===== src/rtl/cpu_clk_ctrl.sv =====
// Run/step controller for the minicpu: issues one-cycle cpu_en pulses from the system clock.
// Optional burst mode is built only when CPU_CLK_CTRL_BURST_EN is defined.
module cpu_clk_ctrl #(
  parameter int unsigned           CNT_W       = 26,
  parameter logic [CNT_W-1:0]      DEFAULT_DIV = CNT_W'(49_999_999),
  parameter int unsigned           BURST_W     = 8
) (
  input  logic               clk,
  input  logic               rst,
  input  logic               run_req,
  input  logic               step_req,
  input  logic               cpu_halt,
  input  logic               halt_clr,
  input  logic               div_load,
  input  logic [CNT_W-1:0]   div_val,
  input  logic               burst_start,
  input  logic [BURST_W-1:0] burst_len,
  output logic               cpu_en,
  output logic [2:0]         mode
);

  typedef enum logic [2:0] {
    IDLE   = 3'd0,
    RUN    = 3'd1,
    STEP   = 3'd2,
    BURST  = 3'd3,
    HALTED = 3'd4
  } state_t;

  state_t           state_reg;
  logic [CNT_W-1:0] cnt_reg;
  logic [CNT_W-1:0] div_reg;
  logic             cpu_en_reg;
  logic             step_prev_reg;
  logic             step_edge;
  logic             tick;

  assign step_edge = step_req & ~step_prev_reg;
  assign tick      = (cnt_reg == div_reg);

`ifdef CPU_CLK_CTRL_BURST_EN
  logic               burst_prev_reg;
  logic [BURST_W-1:0] burst_rem_reg;
  logic               burst_edge;

  assign burst_edge = burst_start & ~burst_prev_reg;
`else
  logic unused_burst;
  assign unused_burst = ^{burst_start, burst_len};
`endif

  always_ff @(posedge clk or negedge rst) begin
    if (!rst) begin
      state_reg     <= IDLE;
      cnt_reg       <= '0;
      div_reg       <= DEFAULT_DIV;
      cpu_en_reg    <= 1'b0;
      step_prev_reg <= 1'b0;
`ifdef CPU_CLK_CTRL_BURST_EN
      burst_prev_reg <= 1'b0;
      burst_rem_reg  <= '0;
`endif
    end else begin
      step_prev_reg <= step_req;
`ifdef CPU_CLK_CTRL_BURST_EN
      burst_prev_reg <= burst_start;
`endif
      if (div_load)
        div_reg <= div_val;
      cpu_en_reg <= 1'b0;

      case (state_reg)
        IDLE: begin
          cnt_reg <= '0;
          if (cpu_halt)
            state_reg <= HALTED;
          else if (run_req)
            state_reg <= RUN;
          else if (step_edge) begin
            state_reg  <= STEP;
            cpu_en_reg <= 1'b1;
          end
`ifdef CPU_CLK_CTRL_BURST_EN
          else if (burst_edge && (burst_len != '0)) begin
            state_reg     <= BURST;
            burst_rem_reg <= burst_len;
          end
`endif
        end

        STEP: begin
          cnt_reg   <= '0;
          state_reg <= cpu_halt ? HALTED : IDLE;
        end

        // Halt outranks a coincident tick; a divider load restarts the period.
        RUN: begin
          if (cpu_halt) begin
            state_reg <= HALTED;
            cnt_reg   <= '0;
          end else if (!run_req) begin
            state_reg <= IDLE;
            cnt_reg   <= '0;
          end else if (div_load) begin
            cnt_reg <= '0;
          end else if (tick) begin
            cpu_en_reg <= 1'b1;
            cnt_reg    <= '0;
          end else begin
            cnt_reg <= cnt_reg + CNT_W'(1);
          end
        end

`ifdef CPU_CLK_CTRL_BURST_EN
        BURST: begin
          if (cpu_halt) begin
            state_reg <= HALTED;
            cnt_reg   <= '0;
          end else if (div_load) begin
            cnt_reg <= '0;
          end else if (tick) begin
            cpu_en_reg    <= 1'b1;
            cnt_reg       <= '0;
            burst_rem_reg <= burst_rem_reg - BURST_W'(1);
            if (burst_rem_reg == BURST_W'(1))
              state_reg <= IDLE;
          end else begin
            cnt_reg <= cnt_reg + CNT_W'(1);
          end
        end
`endif

        HALTED: begin
          cnt_reg <= '0;
          if (halt_clr && !cpu_halt)
            state_reg <= IDLE;
        end

        default: begin
          state_reg <= IDLE;
          cnt_reg   <= '0;
        end
      endcase
    end
  end

  assign cpu_en = cpu_en_reg;
  assign mode   = state_reg;

endmodule


===== config.mk =====
export PLATFORM = sky130hd
export DESIGN_NAME = cpu_clk_ctrl
export DESIGN_NICKNAME = d
export VERILOG_FILES = /design/src/rtl/cpu_clk_ctrl.sv
export SDC_FILE = /design/constraint.sdc
export NUM_CORES = 1
export LEC_CHECK = 0
export CORE_MARGIN = 3
export CORE_UTILIZATION = 53
export DETAILED_ROUTE_END_ITERATION = 10
export GPL_TIMING_DRIVEN = 0
export PLACE_DENSITY = 0.79
export SKIP_LAST_GASP = 1
export SLEW_MARGIN = 5
export SYNTH_ARGS = -nofsm -noshare
export SYNTH_HDL_FRONTEND = slang
export SYNTH_SLANG_ARGS = --single-unit

===== constraint.sdc =====
create_clock -name clk -period 2.28 [get_ports clk]
set_input_delay 0.684 -clock clk [delete_from_list [all_inputs] [get_ports clk]]
set_output_delay 0.684 -clock clk [all_outputs]
set_load 0.05 [all_outputs]

After elaboration in Yosys (flattened, before gate mapping) --
Index checks and enable logic that the tools add are counted.
Cells by class: muxes and demuxes 21, equal/unequal tests 7, add/subtract/negate cells 1, reduce and logical (&&, ||, !) cells 4, bitwise operators 2
Operator list (number):
- 26-bit two-way mux | 5
- 26-bit by 1-bit adder with 26-bit output, second input constant | 1
- 26-bit == test | 1
- 3-bit two-way mux | 7
- 3-bit case mux with 4 select lines | 1
- 1-bit two-way mux | 7
- 4-bit inequality test, second input constant | 1
- 3-bit by 1-bit == test with 1-bit output, second input constant | 1
- 3-bit by 2-bit == test with 1-bit output, second input constant | 1
- 3-bit == test, second input constant | 1
- 3-bit logical NOT | 1
- 3-bit inequality test, second input constant | 1
- 3-bit AND reduction | 1
- 2-bit inequality test, second input constant | 1
- 1-bit case mux with 2 select lines | 1
- 1-bit bitwise AND | 1
- 1-bit logical AND | 1
- 1-bit logical NOT | 1
- 1-bit NOT | 1
Word-level totals: bits of input ports 42, word-level logic and storage cells 40, output and inout bits 4, register bits 57

Longest topological paths before layout --
Gate-level depths: netlist of the first run.
depth after elaboration 6, depth in mapped cells 7, gate-level depth less buffers 5

Worst setup path after synthesis of the first run --
No wires, ideal clock.
kind input to register, from input div_load, to register div_reg[10], required time 2.155 ns, arrival 1.678 ns, library setup time 0.125 ns, path buffers 2, path slack 0.477 ns, stages on the path 3, path through clkbuf_1 buf_1 mux2_2
RTL lines:
- start, declared | line 14 | input logic div_load,
- end signal, assigned | line 69 | div_reg <= div_val;
- end, declared | line 32 | logic [CNT_W-1:0] div_reg;
No word-level cell between the ends.

Final worst setup path of the first run --
from register state_reg[1] (netlist: mode[1]), to output mode[1]
RTL lines:
- start, declared | line 30 | state_t state_reg;
- start signal, assigned | line 93 | state_reg <= cpu_halt ? HALTED : IDLE;
- end, declared | line 19 | output logic [2:0] mode
No word-level cell between the ends.

==> results of run 1 <==
-- worst max path at each step --
stage	startpoint	endpoint	slack (ns)	cells after the start
3_3_place_gp	rst	cnt_reg[0]	-1.20	1
5_1_grt	mode[1]	mode[1]	0.008	1
3_5_place_dp	cpu_halt	cnt_reg[19]	0.08	7
4_1_cts	mode[2]	mode[2]	0.02	1
2_1_floorplan	div_load	div_reg[10]	0.48	3
6_report	mode[1]	mode[1]	0.05	1
-- cells by family after synthesis --
| group | count (synthesis) | synth area share [%] |
|---|---|---|
| AND/OR/NAND/NOR | 81 | 15.9 |
| XOR/XNOR | 50 | 16.0 |
| adder cells (fa/ha/maj) | 1 | 0.458 |
| buffers and inverters | 13 | 2.24 |
| flip-flops | 57 | 53.0 |
| AO/OA/AOI/OAI | 5 | 1.56 |
| multiplexers | 26 | 10.7 |
-- layout by cell type (no fill, tap or decap) --
cell type	instances
a21oi_1	1
buf_4	3
dlymetal6s2s_1	1
nor2_1	29
o21ai_0	1
buf_12	1
buf_1	1
nor4_2	1
clkbuf_1	9
mux2_2	26
nor4_1	9
and2_1	2
clkdlybuf4s50_1	32
and3b_1	1
nand4_1	8
nor3_1	5
xor2_1	38
inv_1	3
clkbuf_8	12
o21ai_4	1
buf_2	2
a21o_1	1
nand4_4	1
nor2_2	2
dfstp_2	18
nand2_1	6
nand3_1	9
o41ai_1	1
ha_1	1
and4_1	5
and4b_1	1
xnor2_1	12
dlygate4sd2_1	1
and3_1	2
dfrtp_1	39
-- per-stage QoR --
stage               util, %  instances  total power [mW]
floorplan                 -        233              1.24
global placement       65.3        335              1.34
detailed placement     65.6        336              1.35
CTS                    69.3        352              2.21
global route           69.5        352              2.26
finish                 69.5        352              2.18
-- cells in the mapped netlist, drive strengths merged (3+ instances only) --
cell type | instances | area share, %
dfrtp | 39 | 36
xor2 | 38 | 12
nor2 | 31 | 4.4
mux2 | 26 | 11
dfstp | 18 | 17
xnor2 | 12 | 3.8
nor4 | 10 | 2.3
nand3 | 9 | 1.6
nand4 | 9 | 2.6
nand2 | 6 | 0.82
and4 | 5 | 1.6
buf | 5 | 1.1
clkbuf | 5 | 0.69
nor3 | 5 | 0.92
inv | 3 | 0.41
-- metal layers --
layer  up-vias  share of wire (%)  track usage (%)
li1        896                  -                -
met1       922                 45             25.9
met2        43                 48             28.5
met3        10                4.2             3.60
met4         0                2.4             11.7
met5         -                  0                0
-- report_power, final --
group	total, mW	switching [mW]	leakage (nW)	internal (mW)
clock	0.852	0.366	0.0910	0.486
combinational	0.203	0.0846	0.623	0.118
sequential	1.12	0.0358	0.710	1.09
total	2.18	0.487	1.42	1.69
-- cell type report --
cell class / count / area [um2] / share of cell area [%]
Buffer: 10 / 50.0 / 1.49
Clock buffer: 16 / 180 / 5.35
Inverter: 3 / 11.3 / 0.334
Multi-Input combinational cell: 163 / 1230 / 36.4
Sequential cell: 57 / 1450 / 43.0
Tap cell: 67 / 83.8 / 2.49
Timing Repair Buffer: 36 / 367 / 10.9
-- repair_timing --
item	4_1_cts	5_1_grt
gates resized for setup	1	2
setup endpoints to repair	1	21
pin swaps	0	0
==> run_results.csv, run 1 <==
group,metric,value,unit
sta,worstMarginPinSlew,0.539,ns
floorplanning,ios,46,
worst_setup_path,cp_slowest_cell,"clkdlybuf4s50_1",
global_route,grt_pass1_wl,8800,um
placed_design,place_area,0.00318,mm2
finish,drive_gt1_share,23.5,%
sta,skew,0.00709,ns
logic_synthesis,async_flop_share,100,%
cts,cts_max_path_buffers,2,
cts,numCtsBuffers,9,
global_route,antenna_found_initial,0,
floorplanning,chipHeight,77.8,um
worst_setup_path,r2r_slack,0.17,ns
routing,first_pass_iters,4,
logic_synthesis,syn_area,0.00273,mm2
flow_run,drv_cap,0,
cts,clock-sinks,57,
placed_design,hpwlAfterDp,3840,um
worst_setup_path,cpPeakStageDelay,0.82,ns
sta,finalHoldViolations,0,
placed_design,pre_cts_slack,0.0762,ns
sta,period_minus_slack,2.23,ns
sta,max_clock_freq,448,MHz
routing,first_iter_violations,40,
finish,finalInstanceArea,0.00337,mm2
global_route,first_global_vias,1867,
routing,drcViolationCount,0,
logic_synthesis,syn-num-nets,276,
logic_synthesis,ys_seq_elements,57,
finish,nFillCells,357,
worst_setup_path,r2r_start,"cnt_reg[11]",
worst_hold_path,holdCritPathClass,"in -> async",
cts,clkLatencyLatePin,0.33,ns
cts,root_buffer,"clkbuf_8",
worst_setup_path,worst-path-max-fanout,5,
global_route,grt_max_degree,37,
logic_synthesis,synthFlopType,"dfrtp_1",
cts,clk_pin_slew,0.06,ns
routing,vias_per_cell,5.32,
sta,finalCritPeriodShare,97.9,%
routing,dr_total_vias,1871,
sta,slew_headroom,64.1,%
outcome,status,"complete, no violations",
logic_synthesis,synth_edf_count,0,
placed_design,gp_congestion,0.798,
logic_synthesis,synth_cell_types,29,
sta,hold_slack,0.313,ns
worst_setup_path,crit_required,1.60,ns
worst_setup_path,path_class,"reg -> out",
power,peakVddDrop,0.000395,V
worst_setup_path,reg2reg_depth,7,
floorplanning,die_x,77.8,um
sta,finalSetupViolCount,0,
sta,fin_ws,0.0481,ns
logic_synthesis,yosys_warnings,0,
cts,postCtsSetupBuffers,0,
floorplanning,core,0.00485,mm2
floorplanning,rows,25,
placed_design,port_buffers,35,
cts,cts_hold_buffers,0,
sta,rsz0062_at_grt,"false",
sta,slew_violations,0,
finish,syn2layout_area_growth,23.3,%
global_route,grt_remaining_overflow,0,
logic_synthesis,syn_inst,233,
logic_synthesis,avgSynthCellArea,11.7,um2
power,cellPowerDensity,647,mW/mm2
floorplanning,dieArea,0.00605,mm2
worst_setup_path,crit_path_start_kind,"flip-flop",
finish,fin_nets,323,
global_route,grtUsageTotal,19.2,%
routing,wl_per_cell,15.0,um
logic_synthesis,ys_seq_area_share,53.0,%
floorplanning,initial_core_util,56.3,%
worst_setup_path,critPathBufInv,1,
power,leakage,1.42,nW
finish,antenna_cells,0,
worst_setup_path,worstPathCellList,"clkdlybuf4s50_1",
worst_setup_path,cp.arrival,1.55,ns
routing,ant_nets,0,
worst_setup_path,crit_family,"buffers and inverters",
routing,drt_wl_total,5270,um
cts,cts_tree,"done",
cts,h-tree-depth,3,
sta,fin_tns_setup,0,ns
worst_setup_path,cp-end-kind,"output pin",
worst_setup_path,r2r-end,"cnt_reg[19]",
Power figures use the tool's default switching activity.
==> run 2: changes to the inputs <==
--- a/config.mk
+++ b/config.mk
@@ -5,11 +5,12 @@
 export SDC_FILE = /design/constraint.sdc
 export NUM_CORES = 1
 export LEC_CHECK = 0
+export CAP_MARGIN = 20
 export CORE_MARGIN = 3
-export CORE_UTILIZATION = 53
+export CORE_UTILIZATION = 35
 export DETAILED_ROUTE_END_ITERATION = 10
 export GPL_TIMING_DRIVEN = 0
-export PLACE_DENSITY = 0.79
+export PLACE_DENSITY = 0.56
 export SKIP_LAST_GASP = 1
 export SLEW_MARGIN = 5
 export SYNTH_ARGS = -nofsm -noshare
==> run_results.csv, run 2 (synthesized netlist as in run 1, its figures left out) <==
group,metric,value,unit
worst_setup_path,path_class,"reg -> out",
sta,slew_headroom,64.1,%
sta,worstMarginPinSlew,0.539,ns
cts,cts_hold_buffers,0,
sta,fin_tns_setup,0,ns
routing,wl_per_cell,14.1,um
routing,dr_total_vias,1834,
floorplanning,dieArea,0.00890,mm2
cts,numCtsBuffers,9,
sta,skew,0.00722,ns
power,power_frac_seq,50.2,%
routing,drt_wl_total,5410,um
sta,fin_ws,0.159,ns
floorplanning,rows,31,
sta,period_minus_slack,2.12,ns
sta,slew_violations,0,
placed_design,hpwlAfterDp,3980,um
cts,root_buffer,"clkbuf_8",
placed_design,place_area,0.00322,mm2
finish,syn2layout_area_growth,25.2,%
sta,rsz0062_at_grt,"false",
power,switchingPower,0.502,mW
worst_setup_path,cp-end-kind,"output pin",
sta,max_clock_freq,471,MHz
worst_setup_path,worst-path-max-fanout,1,
sta,hold_slack,0.328,ns
finish,fin_nets,323,
global_route,first_global_vias,1784,
placed_design,dp_cells,368,
global_route,grt_max_degree,36,
global_route,grtUsageTotal,13.4,%
routing,first_pass_iters,4,
floorplanning,ios,46,
finish,layout_common_cells,"dfrtp_1, xor2_1, clkdlybuf4s50_1",
worst_setup_path,cp.arrival,1.44,ns
sta,finalCritPeriodShare,93.0,%
outcome,status,"complete, no violations",
cts,clk_pin_slew,0.06,ns
routing,drcViolationCount,0,
floorplanning,core,0.00741,mm2
power,combPwrFrac,9.0,%
routing,ant_nets,0,
power,leakage,1.45,nW
worst_setup_path,crit_required,1.60,ns
global_route,antenna_found_initial,0,
worst_setup_path,cp_slowest_cell,"clkdlybuf4s50_1",
power,p_sw_share,22.4,%
finish,finalInstanceArea,0.00342,mm2
cts,clkLatencyLatePin,0.34,ns
worst_setup_path,critPathBufInv,1,
routing,first_iter_violations,81,
placed_design,pre_cts_slack,0.00627,ns
power,cellPowerDensity,655,mW/mm2
floorplanning,die_x,94.3,um
worst_setup_path,crit_path_start_kind,"flip-flop",
routing,vias_per_cell,4.78,
placed_design,port_buffers,35,
floorplanning,chipHeight,94.3,um
worst_setup_path,worstPathCellList,"clkdlybuf4s50_1",
finish,drive_gt1_share,23.9,%
worst_hold_path,holdCritPathClass,"in -> async",
global_route,grt_pass1_wl,8920,um
power,internal_power,1.74,mW
power,peakVddDrop,0.000426,V
cts,clock-sinks,57,
finish,finalNonFillerCells,384,
cts,cts_tree,"done",
worst_setup_path,cpPeakStageDelay,0.79,ns
finish,layout_commonest_cell,"dfrtp_1",
sta,finalSetupViolCount,0,
power,p_clk_share,40.7,%
finish,antenna_cells,0,
cts,h-tree-depth,3,
placed_design,gp_congestion,0.809,
cts,cts_max_path_buffers,2,
worst_setup_path,crit_family,"buffers and inverters",
floorplanning,initial_core_util,36.9,%
flow_run,drv_cap,0,
sta,finalHoldViolations,0,
global_route,grt_remaining_overflow,0,
## run 2: area by class of cell
type,instances,area (um2)
Buffer,10,50.0
Clock buffer,13,149
Clock inverter,3,40.0
Fill cell,706,3990
Inverter,3,11.3
Multi-Input combinational cell,163,1230
Sequential cell,57,1450
Tap cell,99,124
Timing Repair Buffer,36,369
## run 2: worst paths after layout
path                       cells after the start           to        from  slack, ns
max                                            1       cpu_en      cpu_en       0.16
min                                            1   cnt_reg[6]         rst       0.33
max reg2reg                                    6  cnt_reg[20]  cnt_reg[6]       0.17
min reg2reg                                    1   cnt_reg[0]  cnt_reg[0]       0.50
max in group asynchronous                      2  div_reg[20]         rst       1.32
min in group clk                               1   cnt_reg[0]  cnt_reg[0]       0.50
## run 2: power by group through the flow
stage / clock, mW / sequential (mW) / combinational [mW]
floorplan: 0 / 1.14 / 0.0936
global placement: 0 / 1.14 / 0.201
detailed placement: 0 / 1.14 / 0.206
CTS: 0.942 / 1.13 / 0.207
global route: 0.993 / 1.13 / 0.226
finish: 0.912 / 1.12 / 0.202
## run 2: metrics by stage
step           power (mW)  util, %
2_1_floorplan        1.24        -
3_3_place_gp         1.34     43.3
3_5_place_dp         1.35     43.5
4_1_cts              2.27     46.0
5_1_grt              2.35     46.2
6_report             2.24     46.2
## run 2: per-layer routing
metal  part of all wire (%)  track usage, %
met4                    1.3            5.42
met1                     47            18.3
met2                     47            19.6
met3                    5.1            4.70
met5                      0               0
## run 2: timing repair
item	4_1_cts	5_1_grt
setup endpoints to repair	1	22
resized for setup	1	3
setup buffers	0	0
==> run 3: changes to the inputs <==
--- a/config.mk
+++ b/config.mk
@@ -8,8 +8,10 @@
 export CAP_MARGIN = 20
 export CORE_MARGIN = 3
 export CORE_UTILIZATION = 35
+export CTS_CLUSTER_DIAMETER = 120
 export DETAILED_ROUTE_END_ITERATION = 10
 export GPL_TIMING_DRIVEN = 0
+export MAX_ROUTING_LAYER = met4
 export PLACE_DENSITY = 0.56
 export SKIP_LAST_GASP = 1
 export SLEW_MARGIN = 5
==> run_results.csv, run 3 (synthesized netlist as in run 1, its figures left out) <==
group,metric,value,unit
sta,fin_ws,0.157,ns
worst_setup_path,r2r_start,"cnt_reg[6]",
sta,slew_violations,0,
floorplanning,chipHeight,94.3,um
worst_setup_path,crit_required,1.60,ns
routing,vias_per_cell,4.78,
power,power,2.23,mW
global_route,antenna_found_initial,0,
floorplanning,rows,31,
placed_design,gp_congestion,0.821,
finish,antenna_cells,0,
cts,h-tree-depth,3,
floorplanning,ios,46,
finish,finalNonFillerCells,384,
placed_design,hpwlAfterDp,3980,um
sta,finalCritPeriodShare,93.1,%
power,cellPowerDensity,653,mW/mm2
placed_design,port_buffers,35,
worst_setup_path,cp-end-kind,"output pin",
cts,numCtsBuffers,9,
global_route,first_global_vias,1783,
global_route,grt_remaining_overflow,0,
finish,syn2layout_area_growth,25.2,%
cts,clock-sinks,57,
worst_setup_path,cpPeakStageDelay,0.79,ns
worst_setup_path,cp.arrival,1.44,ns
routing,dr_total_vias,1836,
sta,rsz0062_at_grt,"false",
routing,drt_wl_total,5380,um
finish,fin_nets,323,
power,peakVddDrop,0.000426,V
floorplanning,initial_core_util,36.9,%
worst_setup_path,crit_family,"buffers and inverters",
routing,ant_nets,0,
worst_hold_path,holdCritPathClass,"in -> async",
finish,layout_common_cells,"dfrtp_1, xor2_1, clkdlybuf4s50_1",
sta,worstMarginPinSlew,0.540,ns
worst_setup_path,path_class,"reg -> out",
worst_setup_path,crit_path_start_kind,"flip-flop",
worst_setup_path,worstPathCellList,"clkdlybuf4s50_1",
global_route,grt_max_degree,36,
routing,wl_per_cell,14.0,um
flow_run,drv_cap,0,
sta,skew,0.00584,ns
sta,period_minus_slack,2.12,ns
global_route,grtUsageTotal,13.9,%
floorplanning,dieArea,0.00890,mm2
placed_design,pre_cts_slack,0.00627,ns
cts,cts_max_path_buffers,2,
sta,hold_slack,0.327,ns
routing,first_pass_iters,4,
power,leakage,1.45,nW
sta,max_clock_freq,471,MHz
outcome,status,"complete, no violations",
finish,drive_gt1_share,23.9,%
placed_design,dp_cells,368,
sta,slew_headroom,64.0,%
sta,finalHoldViolations,0,
global_route,grt_pass1_wl,8910,um
sta,finalSetupViolCount,0,
worst_setup_path,startpoint,"cpu_en",
cts,cts_tree,"done",
routing,drcViolationCount,0,
floorplanning,core,0.00741,mm2
floorplanning,die_x,94.3,um
worst_setup_path,worst-path-max-fanout,1,
worst_setup_path,cp_slowest_cell,"clkdlybuf4s50_1",
worst_setup_path,critPathBufInv,1,
cts,clk_pin_slew,0.06,ns
finish,layout_commonest_cell,"dfrtp_1",
cts,clkLatencyLatePin,0.34,ns
routing,first_iter_violations,92,
cts,root_buffer,"clkbuf_8",
run 3: cell counts in the layout (fill, tap and decap cells not counted):
No cell type changed its count.
run 3: layout make-up:
| class | instances | area [um2] |
|---|---|---|
| Clock buffer | 13 | 149 |
| Timing Repair Buffer | 36 | 369 |
| Fill cell | 706 | 3990 |
| Buffer | 10 | 50.0 |
| Sequential cell | 57 | 1450 |
| Inverter | 3 | 11.3 |
| Tap cell | 99 | 124 |
| Multi-Input combinational cell | 163 | 1230 |
| Clock inverter | 3 | 40.0 |
run 3: worst paths after layout:
path,cells after the start,endpoint,slack (ns)
min reg2reg,1,cnt_reg[0],0.50
max in group asynchronous,2,div_reg[22],1.32
max reg2reg,6,cnt_reg[20],0.18
max,1,cpu_en,0.16
min,1,cnt_reg[6],0.33
min in group clk,1,cnt_reg[0],0.50
run 3: what timing repair did:
item / 4_1_cts / 5_1_grt
hold buffers: 0 / 0
setup buffers: 0 / 0
resized for setup: 1 / 3
endpoints found under the setup margin: 1 / 22
endpoints found under the hold margin: 0 / 0
run 3: stage by stage:
step                utilization [%]  TNS [ns]  cell area, um2
finish                         46.2         0            3420
detailed placement             43.5         0            3220
CTS                            46.0         0            3410
global placement               43.3    -64.73            3210
floorplan                         -         0            2730
global route                   46.2         0            3420
run 3: power breakdown:
part           switching [mW]  total, mW  internal (mW)
logic                  0.0844      0.202          0.118
clock network           0.375      0.906          0.532
registers              0.0376       1.12           1.09
total                   0.497       2.23           1.74
run 3: routing by layer:
metal	global-route usage [%]	vias up	wire length [um]	part of all wire, %
met4	4.69	0	38	0.71
li1	-	894	-	-
met5	-	-	0	0
met3	5.34	4	295	5.5
met2	19.5	37	2500	47
met1	18.4	901	2540	47
